## src/rtl/adder_arbiter_pkg.sv

```systemverilog
// Purpose : shared types and helpers for the time-shared adder and other round-robin arbiters.
// Latency : n/a (declarations only).
// Backpressure: n/a.
package adder_arb_pkg;

    localparam int N_REQ_DEF = 3;
    localparam int WIDTH_DEF = 64;

    // State of the single-entry result register.
    typedef enum logic {
        RES_EMPTY = 1'b0,
        RES_FULL  = 1'b1
    } res_state_e;

    // Round-robin pointer increment.
    // Wraps at n, not at the next power of two, so the pointer never names a nonexistent requester.
    function automatic int unsigned rr_next(input int unsigned ptr, input int unsigned n);
        return (ptr + 1 >= n) ? 0 : ptr + 1;
    endfunction

endpackage

```

## src/rtl/adder_arbiter_if.sv

```systemverilog
// Purpose : bundles the requester-side and consumer-side signals of the shared adder.
// Latency : n/a (wiring only).
// Backpressure: req_ready grants one requester per cycle; res_ready drains the result register.
// Ports   : req_valid/req_a/req_b/req_ready form the request side, with operands packed per requester.
//           res_valid/res_data/res_carry/res_id/res_ready form the result side.
//           The master modport is the requester/consumer environment; the slave modport is the arbiter.
interface adder_arbiter_if
    import adder_arb_pkg::*;
#(
    parameter int N_REQ = N_REQ_DEF,
    parameter int WIDTH = WIDTH_DEF,
    parameter int ID_W  = $clog2(N_REQ)
) ();

    logic [N_REQ-1:0]       req_valid;
    logic [N_REQ*WIDTH-1:0] req_a;
    logic [N_REQ*WIDTH-1:0] req_b;
    logic [N_REQ-1:0]       req_ready;
    logic                   res_valid;
    logic [WIDTH-1:0]       res_data;
    logic                   res_carry;
    logic [ID_W-1:0]        res_id;
    logic                   res_ready;

    modport master (
        output req_valid, req_a, req_b, res_ready,
        input  req_ready, res_valid, res_data, res_carry, res_id
    );

    modport slave (
        input  req_valid, req_a, req_b, res_ready,
        output req_ready, res_valid, res_data, res_carry, res_id
    );

endinterface

```

## src/rtl/adder_arbiter_rr_picker.sv

```systemverilog
// Purpose : round-robin picker that selects the first valid requester at or after ptr, wrapping at N_REQ.
// Latency : purely combinational.
// Backpressure: none; the caller qualifies the grant with its own accept condition.
// Ports   : i_valid (per-requester request), i_ptr (highest-priority index),
//           o_grant (one-hot), o_grant_idx (binary index), o_any (some requester valid).
module rr_picker #(
    parameter int N_REQ = 3,
    parameter int ID_W  = $clog2(N_REQ)
) (
    input  logic [N_REQ-1:0] i_valid,
    input  logic [ID_W-1:0]  i_ptr,
    output logic [N_REQ-1:0] o_grant,
    output logic [ID_W-1:0]  o_grant_idx,
    output logic             o_any
);

    // One extra bit so that ptr+k can be compared against N_REQ before wrapping.
    logic [ID_W:0] w_pos;

    always_comb begin
        o_any       = 1'b0;
        o_grant_idx = '0;
        w_pos       = '0;
        // Walk the search order from last to first, so the final hit is the
        // requester closest to ptr.
        for (int k = N_REQ - 1; k >= 0; k--) begin
            w_pos = {1'b0, i_ptr} + (ID_W+1)'(k);
            if (w_pos >= (ID_W+1)'(N_REQ)) begin
                w_pos = w_pos - (ID_W+1)'(N_REQ);
            end
            if (i_valid[w_pos[ID_W-1:0]]) begin
                o_any       = 1'b1;
                o_grant_idx = w_pos[ID_W-1:0];
            end
        end
    end

    always_comb begin
        o_grant = '0;
        for (int i = 0; i < N_REQ; i++) begin
            o_grant[i] = o_any & (o_grant_idx == ID_W'(i));
        end
    end

endmodule

```

## src/rtl/adder_arbiter.sv

```systemverilog
// Purpose : one WIDTH-bit adder time-shared by N_REQ requesters under round-robin arbitration.
// Latency : 1 cycle from the transfer edge to res_*; throughput is 1 result per cycle.
// Backpressure: a grant is issued only while the result register is empty or draining (res_ready).
// Ports   : clk, reset_n (synchronous, active-low); bus (slave modport) carries the requests and the result.
module adder_arbiter
    import adder_arb_pkg::*;
#(
    parameter int N_REQ = N_REQ_DEF,
    parameter int WIDTH = WIDTH_DEF,
    parameter int ID_W  = $clog2(N_REQ)
) (
    input  logic            clk,
    input  logic            reset_n,
    adder_arbiter_if.slave  bus
);

    res_state_e        r_state;
    res_state_e        w_state_nxt;
    logic [ID_W-1:0]   r_ptr;
    logic [WIDTH-1:0]  r_data;
    logic              r_carry;
    logic [ID_W-1:0]   r_id;

    logic [N_REQ-1:0]  w_grant;
    logic [ID_W-1:0]   w_grant_idx;
    logic              w_any;
    logic              w_accept;
    logic              w_xfer;
    logic [WIDTH-1:0]  w_a;
    logic [WIDTH-1:0]  w_b;
    logic [WIDTH:0]    w_sum;

    rr_picker #(
        .N_REQ (N_REQ),
        .ID_W  (ID_W)
    ) u_picker (
        .i_valid     (bus.req_valid),
        .i_ptr       (r_ptr),
        .o_grant     (w_grant),
        .o_grant_idx (w_grant_idx),
        .o_any       (w_any)
    );

    // The register can take a new result when it is empty or being drained this cycle.
    // reset_n gates the grant so that no transfer is recorded in a reset cycle.
    assign w_accept = (r_state == RES_EMPTY) | bus.res_ready;
    assign w_xfer   = reset_n & w_accept & w_any;

    assign bus.req_ready = w_xfer ? w_grant : '0;

    // Operand mux driven by the one-hot grant.
    always_comb begin
        w_a = '0;
        w_b = '0;
        for (int i = 0; i < N_REQ; i++) begin
            if (w_grant[i]) begin
                w_a = bus.req_a[i*WIDTH +: WIDTH];
                w_b = bus.req_b[i*WIDTH +: WIDTH];
            end
        end
    end

    // Widened by one bit so the carry-out comes from the same add.
    assign w_sum = {1'b0, w_a} + {1'b0, w_b};

    always_ff @(posedge clk) begin
        if (!reset_n) begin
            r_state <= RES_EMPTY;
        end else begin
            r_state <= w_state_nxt;
        end
    end

    always_comb begin
        w_state_nxt = r_state;
        case (r_state)
            RES_EMPTY: begin
                if (w_xfer) begin
                    w_state_nxt = RES_FULL;
                end
            end
            RES_FULL: begin
                if (w_xfer) begin
                    w_state_nxt = RES_FULL;
                end else if (bus.res_ready) begin
                    w_state_nxt = RES_EMPTY;
                end
            end
            default: w_state_nxt = RES_EMPTY;
        endcase
    end

    // Payload and pointer move only on a transfer, so a stalled winner keeps its priority.
    always_ff @(posedge clk) begin
        if (!reset_n) begin
            r_data  <= '0;
            r_carry <= 1'b0;
            r_id    <= '0;
            r_ptr   <= '0;
        end else if (w_xfer) begin
            r_data  <= w_sum[WIDTH-1:0];
            r_carry <= w_sum[WIDTH];
            r_id    <= w_grant_idx;
            r_ptr   <= ID_W'(rr_next(32'(w_grant_idx), N_REQ));
        end
    end

    assign bus.res_valid = (r_state == RES_FULL);
    assign bus.res_data  = r_data;
    assign bus.res_carry = r_carry;
    assign bus.res_id    = r_id;

endmodule
```

## src/flat_wrapper.sv

```systemverilog
// flat-port wrapper written by rule: the top's interface ports become plain ports
module adder_arbiter_flat import adder_arb_pkg::*;
#(
    parameter int N_REQ = N_REQ_DEF,
    parameter int WIDTH = WIDTH_DEF,
    parameter int ID_W  = $clog2(N_REQ)
)
  (clk, reset_n, bus_req_valid, bus_req_a, bus_req_b, bus_res_ready, bus_req_ready, bus_res_valid, bus_res_data, bus_res_carry, bus_res_id);
  adder_arbiter_if #(.N_REQ(N_REQ), .WIDTH(WIDTH), .ID_W(ID_W)) bus_i ();
  input  logic clk;
  input  logic reset_n;
  input wire logic [$bits(bus_i.req_valid)-1:0] bus_req_valid;
  input wire logic [$bits(bus_i.req_a)-1:0] bus_req_a;
  input wire logic [$bits(bus_i.req_b)-1:0] bus_req_b;
  input wire logic [$bits(bus_i.res_ready)-1:0] bus_res_ready;
  output wire logic [$bits(bus_i.req_ready)-1:0] bus_req_ready;
  output wire logic [$bits(bus_i.res_valid)-1:0] bus_res_valid;
  output wire logic [$bits(bus_i.res_data)-1:0] bus_res_data;
  output wire logic [$bits(bus_i.res_carry)-1:0] bus_res_carry;
  output wire logic [$bits(bus_i.res_id)-1:0] bus_res_id;
  assign bus_i.req_valid = bus_req_valid;
  assign bus_i.req_a = bus_req_a;
  assign bus_i.req_b = bus_req_b;
  assign bus_i.res_ready = bus_res_ready;
  assign bus_req_ready = bus_i.req_ready;
  assign bus_res_valid = bus_i.res_valid;
  assign bus_res_data = bus_i.res_data;
  assign bus_res_carry = bus_i.res_carry;
  assign bus_res_id = bus_i.res_id;
  adder_arbiter #(.N_REQ(N_REQ), .WIDTH(WIDTH), .ID_W(ID_W)) u_core (.clk(clk), .reset_n(reset_n), .bus(bus_i));
endmodule
```

## config.mk

```make
export PLATFORM = sky130hd
export DESIGN_NAME = adder_arbiter_flat
export DESIGN_NICKNAME = d
export VERILOG_FILES = /design/src/rtl/adder_arbiter_pkg.sv /design/src/rtl/adder_arbiter_if.sv /design/src/rtl/adder_arbiter_rr_picker.sv /design/src/rtl/adder_arbiter.sv /design/src/flat_wrapper.sv
export SDC_FILE = /design/constraint.sdc
export NUM_CORES = 1
export LEC_CHECK = 0
export ABC_CLOCK_PERIOD_IN_PS = 6300
export CAP_MARGIN = 10
export CORE_AREA = 2 2 179 181
export CTS_BUF_LIST = sky130_fd_sc_hd__clkbuf_16
export CTS_CLUSTER_SIZE = 12
export DETAILED_ROUTE_END_ITERATION = 8
export DIE_AREA = 0 0 181 183
export PLACE_DENSITY_LB_ADDON = 0.08
export SYNTH_ARGS = -nofsm -noshare
export SYNTH_HDL_FRONTEND = slang
export SYNTH_SLANG_ARGS = --single-unit
```

## constraint.sdc

```tcl
create_clock -name clk -period 6.3 [get_ports clk]
set_input_delay 1.26 -clock clk [delete_from_list [all_inputs] [get_ports clk]]
set_output_delay 1.26 -clock clk [all_outputs]
set_load 0.005 [all_outputs]
```

---- Word level (Yosys, flattened, before mapping) ----
Index checks and enable logic that the tools add are counted.
cells by class
  bitwise gates (word level) .............. 7
  multipliers ............................. 0
  $lt $le $gt $ge ......................... 7
  muxes and demuxes ....................... 27
  divide/modulo/power cells ............... 0
  add/subtract/negate cells ............... 7
  reduce and logical (&&, ||, !) cells .... 1
  shift operators ......................... 0
  eq/ne operators ......................... 2
operators by type and width
  operator                                                                       count
  64-bit two-way mux                                                             6
  64-bit by 64-bit adder with 65-bit output                                      1
  2-bit two-way mux                                                              7
  3-bit by 2-bit >= comparator with 1-bit output (second input constant)         3
  2-bit by 3-bit less-than comparator with 1-bit output (second input constant)  3
  1-bit two-way mux                                                              9
  2-bit by 1-bit adder with 3-bit output (second input constant)                 2
  1-bit binary-select mux with 2-bit select                                      3
  2-bit subtractor (second input constant)                                       3
  1-bit bitwise AND                                                              5
  2-bit by 2-bit adder with 3-bit output (second input constant)                 1
  3-bit two-way mux                                                              1
  2-bit by 1-bit == test with 1-bit output (second input constant)               1
  2-bit == test (second input constant)                                          1
  2-bit >= comparator (second input constant)                                    1
  2-bit logical NOT                                                              1
  1-bit one-hot mux with 2 select lines                                          1
  1-bit NOT                                                                      1
  1-bit OR                                                                       1
word-level totals
  word-level logic and storage cells ...... 56
  memories ................................ 0
  RAM bits ................................ 0
  bits in read-only memories .............. 0
  bits in registers ....................... 70
  bits in latches ......................... 0
  input bits .............................. 390

---- Longest topological paths before layout ----
  depth after elaboration ................. 14
  mapped depth ............................ 22
  gate-level depth less buffers ........... 19

---- Hierarchy ----
From an unflattened synthesis, not the netlist that was laid out.
unflattened totals
  cells, all modules ...................... 1,272
  area, all modules ....................... 8,526.9 µm²
modules (own cells, without submodules)
  module         instances  cells each  area an instance (µm²)
  adder_arbiter  1          1,241       8,313.0
  rr_picker      1          31          214.0

---- Worst setup path after synthesis ----
No wires, ideal clock.
  path kind ............................... input -> register
  from .................................... input port bus_req_valid[0]
  to ...................................... register u_core.r_carry (netlist: u_core.bus.res_carry)
  library setup time ...................... 122 ps
  path slack .............................. 864 ps
  path buffers ............................ 2
  arrival time ............................ 5,314 ps
  stages .................................. 17
  cell sequence ........................... inv_1 -> maj3_1 -> o211ai_1 -> clkbuf_1 -> clkbuf_1 -> a21oi_1 -> ha_1 -> fa_1 -> a21o_1 -> a221o_1 -> a211oi_1 -> nor3_1 -> a2111oi_2 -> nor2_2 -> a211oi_1 -> o2111a_1 -> a21oi_1
between the ends
  word-level cells in the longest chain between the ends .. 11
  elaborated cells between the ends (all ways) .. 26
ends and longest elaborated chain
  element                                    line                           text
  start: declaration                         flat_wrapper.sv:12             input wire logic [$bits(bus_i.req_valid)-1:0] bus_req_valid;
  1-bit binary-select mux with 2-bit select  adder_arbiter_rr_picker.sv:31  if (i_valid[w_pos[ID_W-1:0]]) begin
  1-bit two-way mux (not written as such)    adder_arbiter_rr_picker.sv:31
  2-bit two-way mux (3 in series)            adder_arbiter_rr_picker.sv:31
  2-bit logical NOT                          adder_arbiter_rr_picker.sv:41  o_grant[i] = o_any & (o_grant_idx == ID_W'(i));
  1-bit bitwise AND                          adder_arbiter_rr_picker.sv:41
  64-bit two-way mux (3 in series)           adder_arbiter.sv:56            if (w_grant[i]) begin
  64-bit by 64-bit adder with 65-bit output  adder_arbiter.sv:64            assign w_sum = {1'b0, w_a} + {1'b0, w_b};
  end signal: assignment                     adder_arbiter.sv:102           r_carry <= w_sum[WIDTH];
  end: declaration                           adder_arbiter.sv:21            logic r_carry;
Several ways; a longest one is shown, not always the timed one. The select of a mux whose other input is x is not followed.
A chain may end at the register's enable or synchronous reset.

---- Worst setup path in the final report ----
  from .................................... input port bus_req_valid[2]
  to ...................................... register u_core.r_data[60] (netlist: u_core.bus.res_data[60])
between the ends
  word-level cells in the longest chain between the ends .. 11
  elaborated cells between the ends (all ways) .. 26
ends and longest elaborated chain
  element                                    line                           text
  1-bit binary-select mux with 2-bit select  adder_arbiter_rr_picker.sv:31
  1-bit two-way mux (not written as such)    adder_arbiter_rr_picker.sv:31
  2-bit two-way mux (3 in series)            adder_arbiter_rr_picker.sv:31
  2-bit logical NOT                          adder_arbiter_rr_picker.sv:41
  1-bit bitwise AND                          adder_arbiter_rr_picker.sv:41
  64-bit two-way mux (3 in series)           adder_arbiter.sv:56
  64-bit by 64-bit adder with 65-bit output  adder_arbiter.sv:64
  end signal: assignment                     adder_arbiter.sv:101           r_data <= w_sum[WIDTH-1:0];
  end: declaration                           adder_arbiter.sv:20            logic [WIDTH-1:0] r_data;
Several ways; a longest one is shown, not always the timed one. The select of a mux whose other input is x is not followed.

==> flow_metrics.env <==
export IMPL_endpoint_kind="flop"
export IMPL_start_util=0.2839
export IMPL_cts_tree="built"
export IMPL_finalNetCount=2257
export IMPL_r2r_cells=21
export IMPL_finClkSkew_ps=14.38
export IMPL_path_max_fanout=47
export IMPL_crit_slowest_cell="clkdlybuf4s50_1"
export IMPL_critical_path_class="input port to flop"
export IMPL_worstReg2RegStart="u_core.r_ptr[0]$_SDFFE_PN0P_"
export IMPL_period_share=0.9486
export IMPL_min_from="u_core.bus.res_data[55]$_SDFFE_PN0P_"
export IMPL_yosys_most_used_dff="dfxtp_1"
export IMPL_numCtsBuffers=9
export IMPL_period_needed_ps=5976
export IMPL_cp_arrival_ps=6270
export IMPL_ys_ff_latch=70
export IMPL_maxCapViolations=0
export IMPL_worst_skew_pair_late_latency_ps=350
export IMPL_clockBufferDepth=2
export IMPL_rr_endpoint="u_core.bus.res_data[60]$_SDFFE_PN0P_"
export IMPL_synth_warnings=0
export IMPL_pwr_density_cell_mw_per_mm2=333.5
export IMPL_synth_edf_count=0
export IMPL_fill_cells=3248
export IMPL_final_area_mm2=0.01450
export IMPL_placed_area_mm2=0.01415
export IMPL_track_usage=0.2599
export IMPL_worstPathCellList="clkdlybuf4s50_1, nor2_1, o21ai_0, a21boi_1, a221oi_4, buf_12, buf_4, nand3_1, a31oi_1, buf_4, ha_1, nand4_1, or4_1, or2_0, o2111ai_1, a2111oi_2, nor2_2, a211oi_1, buf_4, or4b_1, nand3_1"
export IMPL_synth_nets=1837
export IMPL_post_synth_inst_count=1380
export IMPL_io_buffers=460
export IMPL_r2r_slack_ps=1080
export IMPL_rsz0062_at_grt="no"
export IMPL_postCtsHoldBufs=0
export IMPL_avgSynthCellArea_um2=6.426
export IMPL_drive_gt1_frac=0.05817
export IMPL_wl_um=45310
export IMPL_overflow=0
export IMPL_die_y_um=183
export IMPL_fmax_mhz=167.3
export IMPL_ys_async_sr_fraction=0
export IMPL_slew_headroom=0.4527
export IMPL_via_count=11980
export IMPL_worst_slew_pin_slew_ps=821.0
export IMPL_cp_required_ps=6590
export IMPL_hold_class="flop to flop"
export IMPL_synthesis_area_mm2=0.008867
export IMPL_stdcell_count=2208
export IMPL_core_area_mm2=0.03123
export IMPL_area_growth_pct=63.53
export IMPL_drc=0
export IMPL_die_w_um=181
export IMPL_peakVddDrop_mv=0.1266
export IMPL_cts_sinks=70
export IMPL_ys_seq_area_frac=0.1580
export IMPL_setup_tns_ps=0
export IMPL_via_per_inst=5.426
export IMPL_setup_viol=0
export IMPL_row_count=65
export IMPL_grt_pass1_wl_um=66760
export IMPL_dp_cells=2191
export IMPL_worstHoldPathCells=2
export IMPL_leakagePower_nw=5.601
export IMPL_num_io_pins=461
export IMPL_maxSlewViolCount=0
export IMPL_first_global_vias=11576
export IMPL_drtAntennaViolNets=0
export IMPL_gp_congestion=0.9377
export IMPL_grt_start_max_net_pins=90
export IMPL_holdPathEnd="u_core.bus.res_data[55]$_SDFFE_PN0P_"
export IMPL_antenna_found_initial=2
export IMPL_synth_cell_types=72
export IMPL_dieArea_mm2=0.03312
export IMPL_path_clk_slew_ps=70
export IMPL_cts_root_buf="clkbuf_16"
export IMPL_dp_final_hpwl_um=37430
export IMPL_start_kind="input port"
export IMPL_finalHoldViolations=0
export IMPL_slowest_delay_ps=630
export IMPL_wl_per_cell_um=20.52
export IMPL_drt_pass1_iter_count=5
export IMPL_run_status="completed"
export IMPL_cp_common_cell="buf_4"
export IMPL_htreeDepth=3
export IMPL_drt_initial_drc_count=750
-- power breakdown --
part / internal, W / switching [W]
Combinational: 0.00158 / 0.00188
Clock: 0.000385 / 0.000216
Sequential: 0.000655 / 0.000119
-- cell type report --
cell class / instances / area [µm²] / area share
multi-input combinational: 1177 / 7015 / 0.4838
tap: 402 / 503.0 / 0.03469
antenna: 1 / 2.502 / 0.0001726
clock buffer: 9 / 225.2 / 0.01553
clock inverter: 7 / 112.6 / 0.007766
sequential: 70 / 1401 / 0.09664
timing repair buffer: 522 / 5165 / 0.3562
inverter: 20 / 75.07 / 0.005177
-- critical path, delay by kind of cell --
kind | cells | cell delay [ps]
AO/OA/AOI/OAI | 7 | 1390
adder cells (fa/ha/maj) | 1 | 150
buffers and inverters | 5 | 1530
AND/OR/NAND/NOR | 8 | 1960
-- layout by cell type (no fill, tap or decap), types with 3 or more instances in the layout --
cell type,synthesis,routed
o21ai_1,23,22
nor2b_1,8,8
nor3_1,19,19
or3_1,5,5
o21bai_1,15,15
nor2_1,129,129
a31oi_1,95,95
nand2_1,149,149
bufinv_16,0,3
xnor2_1,32,32
nor4_1,4,4
dfxtp_1,70,70
and2_1,4,4
o2111ai_1,6,6
o22ai_1,45,45
nand2b_1,11,11
and3_1,7,7
o21ai_0,115,115
clkbuf_16,0,9
xor2_1,22,22
nand4_1,19,19
or2_0,3,3
a211oi_1,8,7
a21oi_1,128,128
buf_4,0,54
or4_1,4,4
ha_1,66,66
buf_12,0,8
clkdlybuf4s50_1,0,459
a21boi_0,3,3
nand3_1,162,161
a21o_1,27,27
inv_1,20,20
o31ai_1,7,7
o211ai_1,6,6
o21a_1,9,9
-- flip-flops by register name, indices dropped and copies added (netlist names) --
signal,count
u_core.bus.res_carry,1
u_core.bus.res_valid,1
u_core.r_ptr,2
u_core.bus.res_data,64
u_core.bus.res_id,2
-- layer usage --
layer,track usage,vias to the layer above,share of wire
met1,0.3403,5557,0.44
met4,0.08033,2,0.029
li1,-,5955,-
met2,0.4346,400,0.47
met5,0,-,0.00029
met3,0.04726,66,0.061
-- what timing repair did --
action,CTS,global route
endpoints found under the setup margin,0,1
buffers inserted,0,0
gates resized for setup,0,1
-- Yosys cell counts (3+ instances only) --
library cell / n / area share
nand3_1: 162 / 0.091
nand2_1: 149 / 0.063
nor2_1: 129 / 0.055
a21oi_1: 128 / 0.072
o21ai_0: 115 / 0.065
a31oi_1: 95 / 0.067
clkbuf_1: 90 / 0.038
dfxtp_1: 70 / 0.16
ha_1: 66 / 0.093
o22ai_1: 45 / 0.032
xnor2_1: 32 / 0.032
a21o_1: 27 / 0.023
o21ai_1: 23 / 0.013
xor2_1: 22 / 0.022
inv_1: 20 / 0.0085
buf_1: 19 / 0.0080
nand4_1: 19 / 0.013
nor3_1: 19 / 0.011
o21bai_1: 15 / 0.013
nand2b_1: 11 / 0.0078
o21a_1: 9 / 0.0076
a211oi_1: 8 / 0.0068
nor2b_1: 8 / 0.0056
and3_1: 7 / 0.0049
o31ai_1: 7 / 0.0059
o2111ai_1: 6 / 0.0059
o211ai_1: 6 / 0.0051
or3_1: 5 / 0.0035
and2_1: 4 / 0.0028
buf_2: 4 / 0.0023
nor4_1: 4 / 0.0028
or4_1: 4 / 0.0034
a21boi_0: 3 / 0.0025
or2_0: 3 / 0.0021
-- how the worst max path moves through the flow --
| stage | start | end | slack [ps] | cells after the start |
|---|---|---|---|---|
| final | bus_req_valid[2] | u_core.bus.res_data[60]$_SDFFE_PN0P_ | 320 | 21 |
| after global routing | bus_req_valid[0] | u_core.bus.res_data[50]$_SDFFE_PN0P_ | 100 | 20 |
| after CTS | bus_req_valid[0] | u_core.bus.res_data[60]$_SDFFE_PN0P_ | 410 | 20 |
| after detailed placement | bus_req_valid[0] | u_core.bus.res_data[60]$_SDFFE_PN0P_ | 70 | 20 |
| after global placement | bus_req_valid[0] | u_core.bus.res_data[50]$_SDFFE_PN0P_ | 80 | 20 |
| after floorplan | bus_req_valid[0] | u_core.bus.res_carry$_SDFFE_PN0P_ | 860 | 17 |
-- stage by stage --
stage	hold slack (ps)	setup slack (ps)	total power [W]	utilization
2_1_floorplan	450.3	864.4	0.002672	-
3_3_place_gp	446.2	78.99	0.004204	0.4532
3_5_place_dp	451.8	73.67	0.004206	0.4532
4_1_cts	460.5	410.5	0.004839	0.4641
5_1_grt	471.3	100.5	0.005206	0.4643
6_report	455.1	323.9	0.004835	0.4643
-- logic make-up after synthesis --
group	synth area share
xor+xnor	0.05334
mux	0.001129
compound gates	0.3532
flops	0.1580
buf+inv	0.05686
fa+ha+maj	0.09651
simple gates	0.2809
Note: power is estimated with default switching activity, not from simulation.
